[config.mk]
export PLATFORM = sky130hd
export DESIGN_NAME = register_file_8x32
export DESIGN_NICKNAME = d
export VERILOG_FILES = /design/src/rtl/register_file_8x32.sv
export SDC_FILE = /design/constraint.sdc
export NUM_CORES = 1
export LEC_CHECK = 0
export ABC_AREA = 1
export BUFFER_PORTS_ARGS = -buffer_cell sky130_fd_sc_hd__buf_4
export CAP_MARGIN = 30
export CORE_ASPECT_RATIO = 1.75
export CORE_UTILIZATION = 60
export CTS_CLUSTER_DIAMETER = 50
export DETAILED_ROUTE_END_ITERATION = 12
export PLACE_DENSITY = 0.8
export SYNTH_ARGS = -nofsm -noshare
export SYNTH_HDL_FRONTEND = slang
export SYNTH_SLANG_ARGS = --single-unit
[constraint.sdc]
create_clock -name clk -period 1.85 [get_ports clk]
set_input_delay 0.2775 -clock clk [delete_from_list [all_inputs] [get_ports clk]]
set_output_delay 0.2775 -clock clk [all_outputs]
set_load 0.02 [all_outputs]
[src/rtl/register_file_8x32.sv]
// register_file_8x32: eight-entry general-purpose register file with two
// combinational read ports and one synchronous write port. r0 is hardwired
// to zero and has no storage.
// Optional feature macro: REGFILE_BYPASS_EN (write-to-read forwarding).
module register_file_8x32 #(
  parameter int WIDTH = 32
) (
  input  logic             clk,
  input  logic             reset,
  input  logic [2:0]       read_addr1,
  input  logic [2:0]       read_addr2,
  input  logic [2:0]       write_addr,
  input  logic [WIDTH-1:0] write_data,
  input  logic             write_enable,
  output logic [WIDTH-1:0] read_data1,
  output logic [WIDTH-1:0] read_data2
);

  logic [WIDTH-1:0] regs_q [1:7];
  logic [WIDTH-1:0] regs_d [1:7];

  // Next-state: at most the one addressed register takes write_data; address 0 matches nothing
  always_comb begin
    for (int i = 1; i < 8; i++) begin
      regs_d[i] = regs_q[i];
      if (write_enable && (write_addr == 3'(i))) begin
        regs_d[i] = write_data;
      end
    end
  end

  // Storage update; synchronous reset wins over any write in the same cycle
  always_ff @(posedge clk) begin
    for (int i = 1; i < 8; i++) begin
      if (reset) begin
        regs_q[i] <= '0;
      end else begin
        regs_q[i] <= regs_d[i];
      end
    end
  end

  // Read port 1: stored value, zero for r0, optionally forwarded from the pending write
  always_comb begin
    read_data1 = '0;
    for (int i = 1; i < 8; i++) begin
      if (read_addr1 == 3'(i)) begin
        read_data1 = regs_q[i];
      end
    end
`ifdef REGFILE_BYPASS_EN
    if (write_enable && !reset && (write_addr != 3'd0) && (read_addr1 == write_addr)) begin
      read_data1 = write_data;
    end
`endif
  end

  // Read port 2: identical to port 1 but independently addressed
  always_comb begin
    read_data2 = '0;
    for (int i = 1; i < 8; i++) begin
      if (read_addr2 == 3'(i)) begin
        read_data2 = regs_q[i];
      end
    end
`ifdef REGFILE_BYPASS_EN
    if (write_enable && !reset && (write_addr != 3'd0) && (read_addr2 == write_addr)) begin
      read_data2 = write_data;
    end
`endif
  end

endmodule
* Yosys cells after proc, flatten, opt, wreduce, memory -nomap -nowiden
Memories as Yosys holds them, arrays and structs flattened. Index checks and enable logic that the tools add are counted.
Cells by class: $mul 0, order comparisons 0, shift operators 0, reduce and logical (&&, ||, !) cells 7, div/mod/pow operators 0, equal/unequal tests 21, $add $sub $neg 0, mux-type cells 31, bitwise logic cells 7
Operators with widths (number):
- 2-to-1 mux 32 bit | 28
- equality test 3 bit, second input constant | 12
- equality test 3 x 2 -> 1 bit, second input constant | 6
- equality test 3 x 1 -> 1 bit, second input constant | 3
- logical AND 1 bit | 7
- bitwise OR 1 bit | 7
- 2-to-1 mux 1 bit | 3
Word-level totals: output and inout bits 64, bits in latches 0, flip-flop bits (word level) 0, bits of input ports 44, memory bits (read-only) 0, RAM bits 224, memories kept 1, word-level logic and storage cells 67
Memories:
- regs_q | depth 7, bits a word 32, read ports 7, clocked after memory_dff 0, write ports 7, RTL line 19 | logic [WIDTH-1:0] regs_q [1:7];

* Depth between registers and ports, before layout
word-level depth 8, depth in mapped cells 9

* Worst setup path before layout
Ideal clock, no wire load.
kind input to output, start point input port read_addr2[1], end point output port read_data2[7], data arrival time 1.485 ns, path buffers 2, stages 7, setup slack 0.087 ns, data required time 1.572 ns, cells stage by stage buf_2 > inv_1 > buf_2 > o21ai_0 > a21oi_1 > nor2_1 > o21ai_0
Between the ends: longest elaborated chain between the ends 8, elaborated cells on any way between the ends 14, those cells by class eq/ne (7); mux (7)
RTL lines:
- start, declared | RTL line 11 | input logic [2:0] read_addr2,
- equality test 3 x 1 -> 1 bit | RTL line 62 | if (read_addr2 == 3'(i)) begin
- 2-to-1 mux 32 bit (6 in a row) | RTL line 62
- 2-to-1 mux 32 bit * | RTL line 62
- end, declared | RTL line 16 | output logic [WIDTH-1:0] read_data2
Every way passes the cells marked *; elsewhere a longest branch is shown, timed or not.

==> flow_metrics.env <==
export IMPL_core_area_sq_mm=0.0191
export IMPL_ys_seq_area_frac=0.384
export IMPL_multiInputGateArea_sq_mm=0.00653
export IMPL_routed_via_density=6.64
export IMPL_status="complete, but fails checks"
export IMPL_dpl_cell_count=2074
export IMPL_end_kind="output pin"
export IMPL_crit_type="reg2out"
export IMPL_nets=1935
export IMPL_antenna_left=0
export IMPL_synth_seq_cells=224
export IMPL_rsz0062_at_grt="yes"
export IMPL_vdd_drop_max_mv=1.18
export IMPL_fp_row_count=67
export IMPL_maxSlewViolCount=0
export IMPL_io_buffers=107
export IMPL_synth_top_cell_by_area="dfxtp_1"
export IMPL_r2r_start="regs_q[2][0]$_SDFFE_PP0P_"
export IMPL_min_period_ns=2.31
export IMPL_top_regs="regs_q x224"
export IMPL_area_delta_synth_final_pct=29.5
export IMPL_regMostFlops="regs_q"
export IMPL_drtIter0Drc=2154
export IMPL_path_max_fanout=3
export IMPL_final_common_cell="nand2_1"
export IMPL_synthCells=1774
export IMPL_postCtsHoldBufs=0
export IMPL_final_util=0.790
export IMPL_ys_types=20
export IMPL_critPathLaunchType="flop"
export IMPL_finalInstanceArea_sq_mm=0.0151
export IMPL_synth_cell_area_sq_mm=0.0117
export IMPL_violations="negative setup slack"
export IMPL_clkSlewWorstSetupHoldPaths_ns=0.07
export IMPL_pin_count=108
export IMPL_drive_gt1_frac=0.222
export IMPL_layout_setup_ws_ns=-0.463
export IMPL_start_util=0.610
export IMPL_gp_congestion=0.971
export IMPL_synth_nets=1818
export IMPL_cts_made_buffers=22
export IMPL_min_from="write_data[27]"
export IMPL_final_cell_mix="nand2_1, dfxtp_1, a21oi_1, buf_4, nor2_1"
export IMPL_routedWlPerCell_um=23.8
export IMPL_overflow=0
export IMPL_grt_pass1_vias=13300
export IMPL_dp_hpwl_um=31000
export IMPL_hp_class="in2reg"
export IMPL_tns_ns=-2.56
export IMPL_maxCapViolCount=0
export IMPL_gr_usage_all_layers=0.491
export IMPL_setup_viol=35
export IMPL_final_cells=2145
export IMPL_largest_reg_flops=224
export IMPL_relSlewSlack=0.461
export IMPL_synth_area_leaders="dfxtp_1, nand2_1, a21oi_1"
export IMPL_tritoncts="yes"
export IMPL_crit_required_ns=1.57
export IMPL_place_area_sq_mm=0.0132
export IMPL_clock_path_buffers=3
export IMPL_cts_sinks=224
export IMPL_clock_latency_ns=0.52
export IMPL_fmax_mhz=432
export IMPL_finalCritPeriodShare=1.25
export IMPL_yosysWarnings=0
export IMPL_cp_arrival_ns=2.04
export IMPL_antenna_found_initial=2
export IMPL_p_leak_nw=5.95
export IMPL_h_tree_depth=1
export IMPL_worst_slew_pin_slew_ns=0.805
export IMPL_clock_root_buffer="clkbuf_16"
export IMPL_grt_max_degree=54
export IMPL_timing_critical_path_from="regs_q[0][42]$_SDFFE_PP0P_"
export IMPL_syn_area_per_cell_sq_um=6.58
export IMPL_seq_area_sq_mm=0.00452
export IMPL_dp_slack_ns=-0.0359
export IMPL_grt_pass1_wl_um=74200
export IMPL_die_area_sq_mm=0.0200
export IMPL_power_per_cell_area_mw_per_mm2=801
export IMPL_fill_cells=1366
export IMPL_vias=14200
export IMPL_first_pass_iters=8
export IMPL_wirelength_um=51000
export IMPL_yosysTopAreaCellShare=0.384
export IMPL_finalClockSkew_ns=0
export IMPL_drc=0
export IMPL_die_h_um=186
export IMPL_hold_viol_final=0
export IMPL_die_w_um=107
==> logic make-up (layout without fill, tap and decap cells) <==
logic type	after synthesis	count (layout)	share of synthesized area
compound gates	400	400	0.203
buf+inv	269	398	0.0921
flops	224	224	0.384
simple gates	881	881	0.320
other cells	0	1	0
==> final cells by class <==
type / instances / area share
inverter: 119 / 0.0308
tap: 241 / 0.0200
multi-input combinational: 1281 / 0.432
antenna: 1 / 0.000166
timing repair buffer: 243 / 0.169
sequential: 224 / 0.299
clock inverter: 8 / 0.00812
clock buffer: 28 / 0.0407
==> worst paths after layout <==
check                          endpoint  slack (ns)  cells after the start
max                      read_data2[10]       -0.46                      5
min          regs_q[1][59]$_SDFFE_PP0P_        0.06                      3
max reg2reg   regs_q[2][0]$_SDFFE_PP0P_        0.97                      2
min reg2reg  regs_q[2][13]$_SDFFE_PP0P_        0.46                      2
==> report_power, final <==
part           internal [mW]  total, mW  switching (mW)
combinational          0.829       2.28            1.45
clock                   2.76       4.77            2.01
sequential              4.96       5.05          0.0892
total                   8.55       12.1            3.55
==> metal layers <==
layer / wire length, um / vias to the layer above / GRT usage
li1: - / 6228 / -
met1: 16200 / 6438 / 0.528
met2: 22600 / 1155 / 0.751
met3: 6380 / 417 / 0.145
met4: 5820 / 2 / 0.470
met5: 26 / - / 0.0281
==> synth_stat cells, drive strengths merged <==
| library cell | count |
|---|---|
| buf | 58 |
| nand3 | 118 |
| nor3 | 4 |
| nand2 | 523 |
| o211ai | 44 |
| clkbuf | 92 |
| o21ai | 69 |
| inv | 119 |
| nor2 | 140 |
| dfxtp | 224 |
| nand4 | 96 |
| a211oi | 103 |
| a21oi | 184 |
==> worst max-delay path, cell delays in order (launching register included) <==
cell	delay (ns)
dfxtp_2	0.34
o211ai_1	0.65
nand3_1	0.19
nand3_2	0.15
nand2_2	0.07
buf_6	0.13
==> what timing repair did <==
action | 4_1_cts | 5_1_grt
pin swaps | 27 | 88
setup endpoints to repair | 31 | 59
gates resized for setup | 44 | 194
setup buffers | 5 | 25
cloned | 4 | 4
==> metrics by stage <==
step | power, mW | hold slack [ns]
final | 12.1 | 0.0571
after global routing | 12.4 | 0.0598
after global placement | 6.99 | 0.458
after detailed placement | 7.01 | 0.463
after CTS | 11.7 | 0.0544
after floorplan | 6.12 | 0.420
(Power assumes the default switching activity.)
